==> config.mk <==
export PLATFORM = sky130hd
export DESIGN_NAME = snn_inference_ctrl
export DESIGN_NICKNAME = d
export VERILOG_FILES = /design/src/rtl/snn_inference_ctrl.sv
export SDC_FILE = /design/constraint.sdc
export NUM_CORES = 1
export LEC_CHECK = 0
export BUFFER_PORTS_ARGS = -buffer_cell sky130_fd_sc_hd__clkbuf_2
export CORE_MARGIN = 1.5
export CORE_UTILIZATION = 50
export DETAILED_ROUTE_END_ITERATION = 8
export PLACE_DENSITY = 0.78
export SKIP_CTS_REPAIR_TIMING = 1
export SLEW_MARGIN = 30
export SYNTH_ARGS = -nofsm -noshare
export SYNTH_HDL_FRONTEND = slang
export SYNTH_SLANG_ARGS = --single-unit
==> constraint.sdc <==
create_clock -name clk_i -period 2.2 [get_ports clk_i]
set_input_delay 0.33 -clock clk_i [delete_from_list [all_inputs] [get_ports clk_i]]
set_output_delay 0.33 -clock clk_i [all_outputs]
set_load 0.005 [all_outputs]
==> src/rtl/snn_inference_ctrl.sv <==
// Inference sequencer for the spiking network: accepts a sample, clears and runs the
// datapath for NUM_STEPS timesteps, then scans the readout accumulators for the argmax.
module snn_inference_ctrl #(
    parameter int NUM_CLASSES = 10,
    parameter int WIDTH_P     = 8,
    parameter int NUM_STEPS   = 16,
    parameter int STEP_W      = 8,
    parameter int IDX_W       = 4
) (
    input  logic               clk_i,
    input  logic               rst_ni,
    input  logic               in_valid_i,
    output logic               in_ready_o,
    input  logic [WIDTH_P-1:0] in_data_i,
    output logic [WIDTH_P-1:0] data_o,
    output logic               clear_o,
    output logic               step_en_o,
    output logic [IDX_W-1:0]   acc_sel_o,
    input  logic [WIDTH_P-1:0] acc_data_i,
    output logic               out_valid_o,
    input  logic               out_ready_i,
    output logic [IDX_W-1:0]   out_class_o,
    output logic [WIDTH_P-1:0] out_score_o,
    output logic               busy_o
);

    typedef enum logic [2:0] {IDLE, CLEAR, RUN, SCAN, DONE} state_t;

    state_t             state_q, state_d;
    logic [WIDTH_P-1:0] data_q, data_d;
    logic [STEP_W-1:0]  step_q, step_d;
    logic [IDX_W-1:0]   acc_sel_q, acc_sel_d;
    logic [WIDTH_P-1:0] best_score_q, best_score_d;
    logic [IDX_W-1:0]   best_idx_q, best_idx_d;
    logic [IDX_W-1:0]   out_class_q, out_class_d;
    logic [WIDTH_P-1:0] out_score_q, out_score_d;
    logic               clear_q, clear_d;
    logic               step_en_q, step_en_d;
    logic               out_valid_q, out_valid_d;
    logic               in_ready_q, in_ready_d;
    logic               busy_q, busy_d;
    logic [WIDTH_P-1:0] cand_score;
    logic [IDX_W-1:0]   cand_idx;

    // Strict compare keeps the lower index on ties.
    always_comb begin
        cand_score = best_score_q;
        cand_idx   = best_idx_q;
        if (acc_data_i > best_score_q) begin
            cand_score = acc_data_i;
            cand_idx   = acc_sel_q;
        end
    end

    always_comb begin
        state_d      = state_q;
        data_d       = data_q;
        step_d       = step_q;
        acc_sel_d    = acc_sel_q;
        best_score_d = best_score_q;
        best_idx_d   = best_idx_q;
        out_class_d  = out_class_q;
        out_score_d  = out_score_q;
        case (state_q)
            IDLE: begin
                if (in_valid_i && in_ready_q) begin
                    data_d  = in_data_i;
                    state_d = CLEAR;
                end
            end
            CLEAR: begin
                step_d  = '0;
                state_d = RUN;
            end
            RUN: begin
                if (step_q == STEP_W'(NUM_STEPS - 1)) begin
                    acc_sel_d    = '0;
                    best_score_d = '0;
                    best_idx_d   = '0;
                    state_d      = SCAN;
                end else begin
                    step_d = step_q + STEP_W'(1);
                end
            end
            SCAN: begin
                best_score_d = cand_score;
                best_idx_d   = cand_idx;
                if (acc_sel_q == IDX_W'(NUM_CLASSES - 1)) begin
                    out_class_d = cand_idx;
                    out_score_d = cand_score;
                    state_d     = DONE;
                end else begin
                    acc_sel_d = acc_sel_q + IDX_W'(1);
                end
            end
            DONE: begin
                if (out_ready_i) begin
                    state_d = IDLE;
                end
            end
            default: state_d = IDLE;
        endcase
        // Control outputs are decoded from the next state so they are registered.
        clear_d     = (state_d == CLEAR);
        step_en_d   = (state_d == RUN);
        out_valid_d = (state_d == DONE);
        in_ready_d  = (state_d == IDLE);
        busy_d      = (state_d != IDLE);
    end

    always_ff @(posedge clk_i or negedge rst_ni) begin
        if (!rst_ni) begin
            state_q      <= IDLE;
            data_q       <= '0;
            step_q       <= '0;
            acc_sel_q    <= '0;
            best_score_q <= '0;
            best_idx_q   <= '0;
            out_class_q  <= '0;
            out_score_q  <= '0;
            clear_q      <= 1'b0;
            step_en_q    <= 1'b0;
            out_valid_q  <= 1'b0;
            in_ready_q   <= 1'b1;
            busy_q       <= 1'b0;
        end else begin
            state_q      <= state_d;
            data_q       <= data_d;
            step_q       <= step_d;
            acc_sel_q    <= acc_sel_d;
            best_score_q <= best_score_d;
            best_idx_q   <= best_idx_d;
            out_class_q  <= out_class_d;
            out_score_q  <= out_score_d;
            clear_q      <= clear_d;
            step_en_q    <= step_en_d;
            out_valid_q  <= out_valid_d;
            in_ready_q   <= in_ready_d;
            busy_q       <= busy_d;
        end
    end

    assign in_ready_o  = in_ready_q;
    assign data_o      = data_q;
    assign clear_o     = clear_q;
    assign step_en_o   = step_en_q;
    assign acc_sel_o   = acc_sel_q;
    assign out_valid_o = out_valid_q;
    assign out_class_o = out_class_q;
    assign out_score_o = out_score_q;
    assign busy_o      = busy_q;

endmodule

-- Yosys cells after proc, flatten, opt, wreduce, memory -nomap -nowiden
Cells that the tools add are included.
- register bits: 52
- input bits: 20
- output and inout port bits: 29
- word-level logic and storage cells: 54
- add/sub/neg operators: 2
- magnitude comparators: 1
- equality and inequality tests: 12
- mux-type cells: 15
- reduce and logical (&&, ||, !) cells: 11
- operator list (cell ; number):
    case mux 8 bit (2 select lines) ; 2
    two-way mux 8 bit ; 3
    case mux 4 bit (2 select lines) ; 2
    case mux 3 bit (5 select lines) ; 1
    two-way mux 3 bit ; 4
    two-way mux 4 bit ; 3
    equality test 3 x 2 -> 1 bit, second input constant ; 3
    adder 8 x 1 -> 8 bit, second input constant ; 1
    equality test 8 x 4 -> 1 bit, second input constant ; 1
    > comparator 8 bit ; 1
    AND reduction 2 bit ; 4
    equality test 3 x 1 -> 1 bit, second input constant ; 2
    equality test 3 bit, second input constant ; 2
    logical NOT 3 bit ; 2
    != test 2 bit, second input constant ; 3
    adder 4 x 1 -> 4 bit, second input constant ; 1
    equality test 4 bit, second input constant ; 1
    nonzero test 2 bit ; 2
    AND reduction 3 bit ; 1
    nonzero test 3 bit ; 1
    logical AND 1 bit ; 1

-- Depth between registers and ports, before layout
- word-level depth: 4
- gate-level depth with buffers: 8
- mapped depth without buffers: 7

-- Least setup slack after synthesis
No wires, ideal clock.
- path kind: register to register
- start point: reg best_score_q[7]
- end point: reg best_idx_q[0]
- library setup time: 0.079 ns
- arrival time: 1.748 ns
- required time: 2.121 ns
- slack: 0.372 ns
- stages on the path, launching flop included: 9
- buffers on the path: 1
- period minus slack after synthesis: 1.828 ns
- path through: dfrtp_1 -> inv_1 -> ha_1 -> nand4_1 -> nor2_1 -> nor2b_1 -> o21ai_1 -> buf_4 -> mux2i_1
- longest elaborated chain between the ends: 3
- ends and longest elaborated chain (element ; RTL line ; source):
    from (decl) ; 33 ; logic [WIDTH_P-1:0] best_score_q, best_score_d;
    from (signal assigned) ; 131 ; best_score_q <= best_score_d;
    > comparator 8 bit ; 49 ; if (acc_data_i > best_score_q) begin
    two-way mux 4 bit ; 49 ;
    case mux 4 bit (2 select lines) ; 64 ; case (state_q)
    to (signal assigned) ; 132 ; best_idx_q <= best_idx_d;
    to (decl) ; 34 ; logic [IDX_W-1:0] best_idx_q, best_idx_d;
No other way between the ends.
A chain may end at the register's enable or synchronous reset.

-- Worst setup path after layout
- start point: reg best_score_q[7]
- end point: reg out_class_q[0] (netlist: out_class_o[0])
- longest elaborated chain between the ends: 2
- ends and longest elaborated chain (element ; RTL line ; source):
    > comparator 8 bit ; 49 ;
    two-way mux 4 bit ; 49 ;
    to (signal assigned) ; 133 ; out_class_q <= out_class_d;
    to (decl) ; 35 ; logic [IDX_W-1:0] out_class_q, out_class_d;
No other way between the ends.

==> metrics.txt <==
# TYPE chip_impl_metric gauge
chip_impl_info{name="run_status",value="finished clean"} 1
chip_impl_metric{name="period_minus_slack",unit="ps"} 2000
chip_impl_info{name="worst_path_dominant_cell_family",value="compound AO/OA/AOI/OAI gates"} 1
chip_impl_metric{name="port_buffers",unit=""} 48
chip_impl_metric{name="hold_slack",unit="ps"} 110
chip_impl_metric{name="relSlewSlack",unit=""} 0.573
chip_impl_metric{name="powerDensity",unit="mW/mm^2"} 1320
chip_impl_info{name="r2r_start",value="best_score_q[7]$_DFFE_PN0P_"} 1
chip_impl_metric{name="die-height",unit="um"} 74.8
chip_impl_metric{name="irDropWorstVdd",unit="mV"} 0.606
chip_impl_metric{name="grt_antenna_before_repair",unit=""} 0
chip_impl_info{name="crit_path_top_delay_cell",value="sky130_fd_sc_hd__a211o_1"} 1
chip_impl_metric{name="fin_crit_sh",unit=""} 0.909
chip_impl_info{name="path_cells",value="inv_1 -> ha_1 -> nand4_1 -> nor2_1 -> a211o_1 -> nand3_1 -> a31oi_1"} 1
chip_impl_metric{name="synth_enable_flop_cells",unit=""} 0
chip_impl_info{name="setup.worst_path.end_class",value="flop"} 1
chip_impl_metric{name="antennaDiodeCount",unit=""} 0
chip_impl_metric{name="max_freq",unit="MHz"} 500
chip_impl_info{name="synth.area.top_cells",value="sky130_fd_sc_hd__dfrtp_1, sky130_fd_sc_hd__nand2_1, sky130_fd_sc_hd__ha_1, sky130_fd_sc_hd__mux2i_1, sky130_fd_sc_hd__o21ai_0"} 1
chip_impl_metric{name="final-hold-violation-count",unit=""} 0
chip_impl_metric{name="number_of_violations_reported_at_the_end_of_detailed_routing_iteration_0",unit=""} 102
chip_impl_metric{name="ys_ff_latch",unit=""} 52
chip_impl_metric{name="dieArea",unit="mm^2"} 0.00559
chip_impl_metric{name="ys_seq_area_frac",unit=""} 0.505
chip_impl_metric{name="drc",unit=""} 0
chip_impl_metric{name="place.gp.congestion",unit=""} 0.856
chip_impl_metric{name="cts_inserted_buffers",unit=""} 5
chip_impl_metric{name="postSynthCellCount",unit=""} 274
chip_impl_metric{name="insertion_delay",unit="ps"} 320
chip_impl_metric{name="drt-total-wl",unit="um"} 5370
chip_impl_metric{name="total_via_count_in_the_routed_design",unit=""} 2108
chip_impl_metric{name="fraction_of_layout_instances_using_a_drive_strength_above_1",unit=""} 0.216
chip_impl_metric{name="grt-ovfl-total",unit=""} 0
chip_impl_metric{name="path_max_fanout",unit=""} 11
chip_impl_metric{name="finClkSkew",unit="ps"} 11.1
chip_impl_info{name="synthMostInstantiatedCell",value="sky130_fd_sc_hd__dfrtp_1"} 1
chip_impl_metric{name="dp_hpwl",unit="um"} 3840
chip_impl_metric{name="async_flop_share",unit=""} 1.00
chip_impl_metric{name="ant_nets",unit=""} 0
chip_impl_info{name="ys.flop_type",value="sky130_fd_sc_hd__dfrtp_1"} 1
chip_impl_metric{name="cp_slowest_stage_delay",unit="ps"} 390
chip_impl_metric{name="num_rows",unit=""} 25
chip_impl_metric{name="grt_first_pass_wirelength",unit="um"} 8590
chip_impl_metric{name="initial_util",unit=""} 0.532
chip_impl_info{name="cts_tree",value="built"} 1
chip_impl_metric{name="finalSetupViolCount",unit=""} 0
chip_impl_metric{name="cts.clk_slew.worst_paths",unit="ps"} 100
chip_impl_metric{name="ports_placed_on_the_boundary",unit=""} 49
chip_impl_metric{name="die_w",unit="um"} 74.8
chip_impl_metric{name="cp.buffers_inverters",unit=""} 1
chip_impl_metric{name="maxCapViolations",unit=""} 0
chip_impl_info{name="hp-class",value="in -> async"} 1
chip_impl_metric{name="final_nets",unit=""} 359
chip_impl_info{name="worstSetupPathType",value="reg -> reg"} 1
chip_impl_info{name="synth_commonest_cells",value="sky130_fd_sc_hd__dfrtp_1, sky130_fd_sc_hd__nand2_1, sky130_fd_sc_hd__inv_1"} 1
chip_impl_metric{name="ctsHtreeMaxLevel",unit=""} 2
chip_impl_metric{name="firstDrtPassIters",unit=""} 4
chip_impl_metric{name="syn-mean-instance-area",unit="um^2"} 9.41
chip_impl_metric{name="grt_usage",unit=""} 0.203
chip_impl_info{name="grt_setup_unrepaired",value="no"} 1
chip_impl_metric{name="pin_count_of_the_biggest_net_entering_global_routing",unit=""} 53
chip_impl_metric{name="clock_sinks",unit=""} 52
chip_impl_metric{name="fin_setup_tns",unit="ps"} 0
chip_impl_metric{name="crit_required",unit="ps"} 2430
chip_impl_metric{name="final-max-slew-violation-count",unit=""} 0
chip_impl_metric{name="worst_slack",unit="ps"} 200
chip_impl_metric{name="cts-root-to-sink-buffers",unit=""} 2
chip_impl_info{name="setup.worst_path.start",value="best_score_q[7]$_DFFE_PN0P_"} 1
chip_impl_metric{name="grt_pass1_vias",unit=""} 1928
chip_impl_metric{name="tightestPinTransition",unit="ps"} 641
chip_impl_metric{name="static-leakage-power",unit="nW"} 1.58
chip_impl_metric{name="route.detailed.vias_per_inst",unit=""} 5.32
chip_impl_metric{name="ys_types",unit=""} 40
chip_impl_metric{name="signal_arrival_time_at_the_worst_endpoint",unit="ps"} 2230
chip_impl_info{name="clock_tree.root_cell",value="sky130_fd_sc_hd__clkbuf_8"} 1
chip_impl_metric{name="yosys_warning_total",unit=""} 0
chip_impl_metric{name="area_growth",unit="%"} 17.3
chip_impl_info{name="cp-start-kind",value="flop"} 1
chip_impl_metric{name="pre_cts_slack",unit="ps"} 207
chip_impl_metric{name="wl_per_cell",unit="um"} 13.6
chip_impl_metric{name="total_nets_after_synthesis",unit=""} 305
chip_impl_metric{name="core_ar",unit="mm^2"} 0.00485
chip_impl_metric{name="syn-cell-area",unit="mm^2"} 0.00258
chip_impl_info{name="synth_top_area_cell",value="sky130_fd_sc_hd__dfrtp_1"} 1
chip_impl_metric{name="synth_largest_type_area_fraction",unit=""} 0.495
==> cell families (layout without fill, tap and decap cells) <==
kind of cell	after synthesis	count (layout)	synth area share
xor+xnor	4	4	0.0136
compound gates	55	55	0.132
mux	12	12	0.0466
fa+ha+maj	11	11	0.0534
buf+inv	33	88	0.0534
flops	52	52	0.505
simple gates	107	107	0.196
==> path summary, 6_finish.rpt <==
kind	to	slack [ps]	cells after the start
max	out_class_o[0]$_DFFE_PN0P_	200	7
min	out_class_o[2]$_DFFE_PN0P_	110	2
max reg2reg	out_class_o[0]$_DFFE_PN0P_	200	7
min reg2reg	data_o[2]$_DFFE_PN0P_	490	2
max in group asynchronous	best_idx_q[2]$_DFFE_PN0P_	1660	2
min in group clk_i	data_o[0]$_DFFE_PN0P_	190	3
==> report_power, final <==
| group | switching (mW) | internal, mW | total, mW |
|---|---|---|---|
| Clock | 0.344 | 0.233 | 0.577 |
| Sequential | 0.321 | 1.38 | 1.71 |
| Combinational | 0.939 | 0.765 | 1.70 |
==> flip-flops by register name, indices dropped and copies added, names as in the netlist <==
signal,cells
out_score_o,8
best_idx_q,4
best_score_q,8
in_ready_o,1
clear_o,1
step_en_o,1
out_valid_o,1
data_o,8
step_q,8
acc_sel_o,4
state_q,3
busy_o,1
out_class_o,4
==> through the flow <==
| stage | utilization | total power, mW | instance area, um^2 | std cells |
|---|---|---|---|---|
| floorplan | - | 2.77 | 2580 | 274 |
| global placement | 0.604 | 3.35 | 2930 | 388 |
| detailed placement | 0.604 | 3.44 | 2930 | 388 |
| CTS | 0.624 | 4.01 | 3020 | 396 |
| global route | 0.624 | 4.33 | 3020 | 396 |
| finish | 0.624 | 3.99 | 3020 | 396 |
==> layer usage <==
metal | part of all wire | GRT usage | vias to the layer above
li1 | - | - | 1043
met1 | 0.48 | 0.277 | 995
met3 | 0.054 | 0.0482 | 5
met2 | 0.46 | 0.320 | 65
met4 | 0.011 | 0.0707 | 0
met5 | 0 | 0 | -
==> cell type report <==
type | count | area, um^2
Timing Repair Buffer | 57 | 320
Fill cell | 406 | 1820
Sequential cell | 52 | 1300
Clock inverter | 3 | 25.0
Multi-Input combinational cell | 189 | 1140
Clock buffer | 5 | 68.8
Inverter | 23 | 86.3
Tap cell | 67 | 83.8
==> cells in the final DEF, fill, tap and decap left out, types with 2 or more instances in the layout <==
cell,Yosys,final
sky130_fd_sc_hd__xnor2_1,4,4
sky130_fd_sc_hd__nand3_1,17,17
sky130_fd_sc_hd__dfrtp_1,51,51
sky130_fd_sc_hd__a21o_1,2,2
sky130_fd_sc_hd__a31oi_1,11,11
sky130_fd_sc_hd__ha_1,11,11
sky130_fd_sc_hd__nor2_1,20,20
sky130_fd_sc_hd__a211oi_1,2,2
sky130_fd_sc_hd__clkbuf_2,0,48
sky130_fd_sc_hd__nand4_1,5,5
sky130_fd_sc_hd__o21ai_1,5,5
sky130_fd_sc_hd__a21oi_1,4,4
sky130_fd_sc_hd__inv_1,22,22
sky130_fd_sc_hd__o21a_1,2,2
sky130_fd_sc_hd__buf_4,1,8
sky130_fd_sc_hd__mux2i_1,12,12
sky130_fd_sc_hd__inv_6,0,2
sky130_fd_sc_hd__nand2_1,44,44
sky130_fd_sc_hd__nor2b_1,3,3
sky130_fd_sc_hd__clkbuf_8,0,5
sky130_fd_sc_hd__o31ai_1,4,4
sky130_fd_sc_hd__and2_1,3,3
sky130_fd_sc_hd__nand2b_1,6,6
sky130_fd_sc_hd__o21ai_0,20,20
Power figures use the tool's default switching activity.
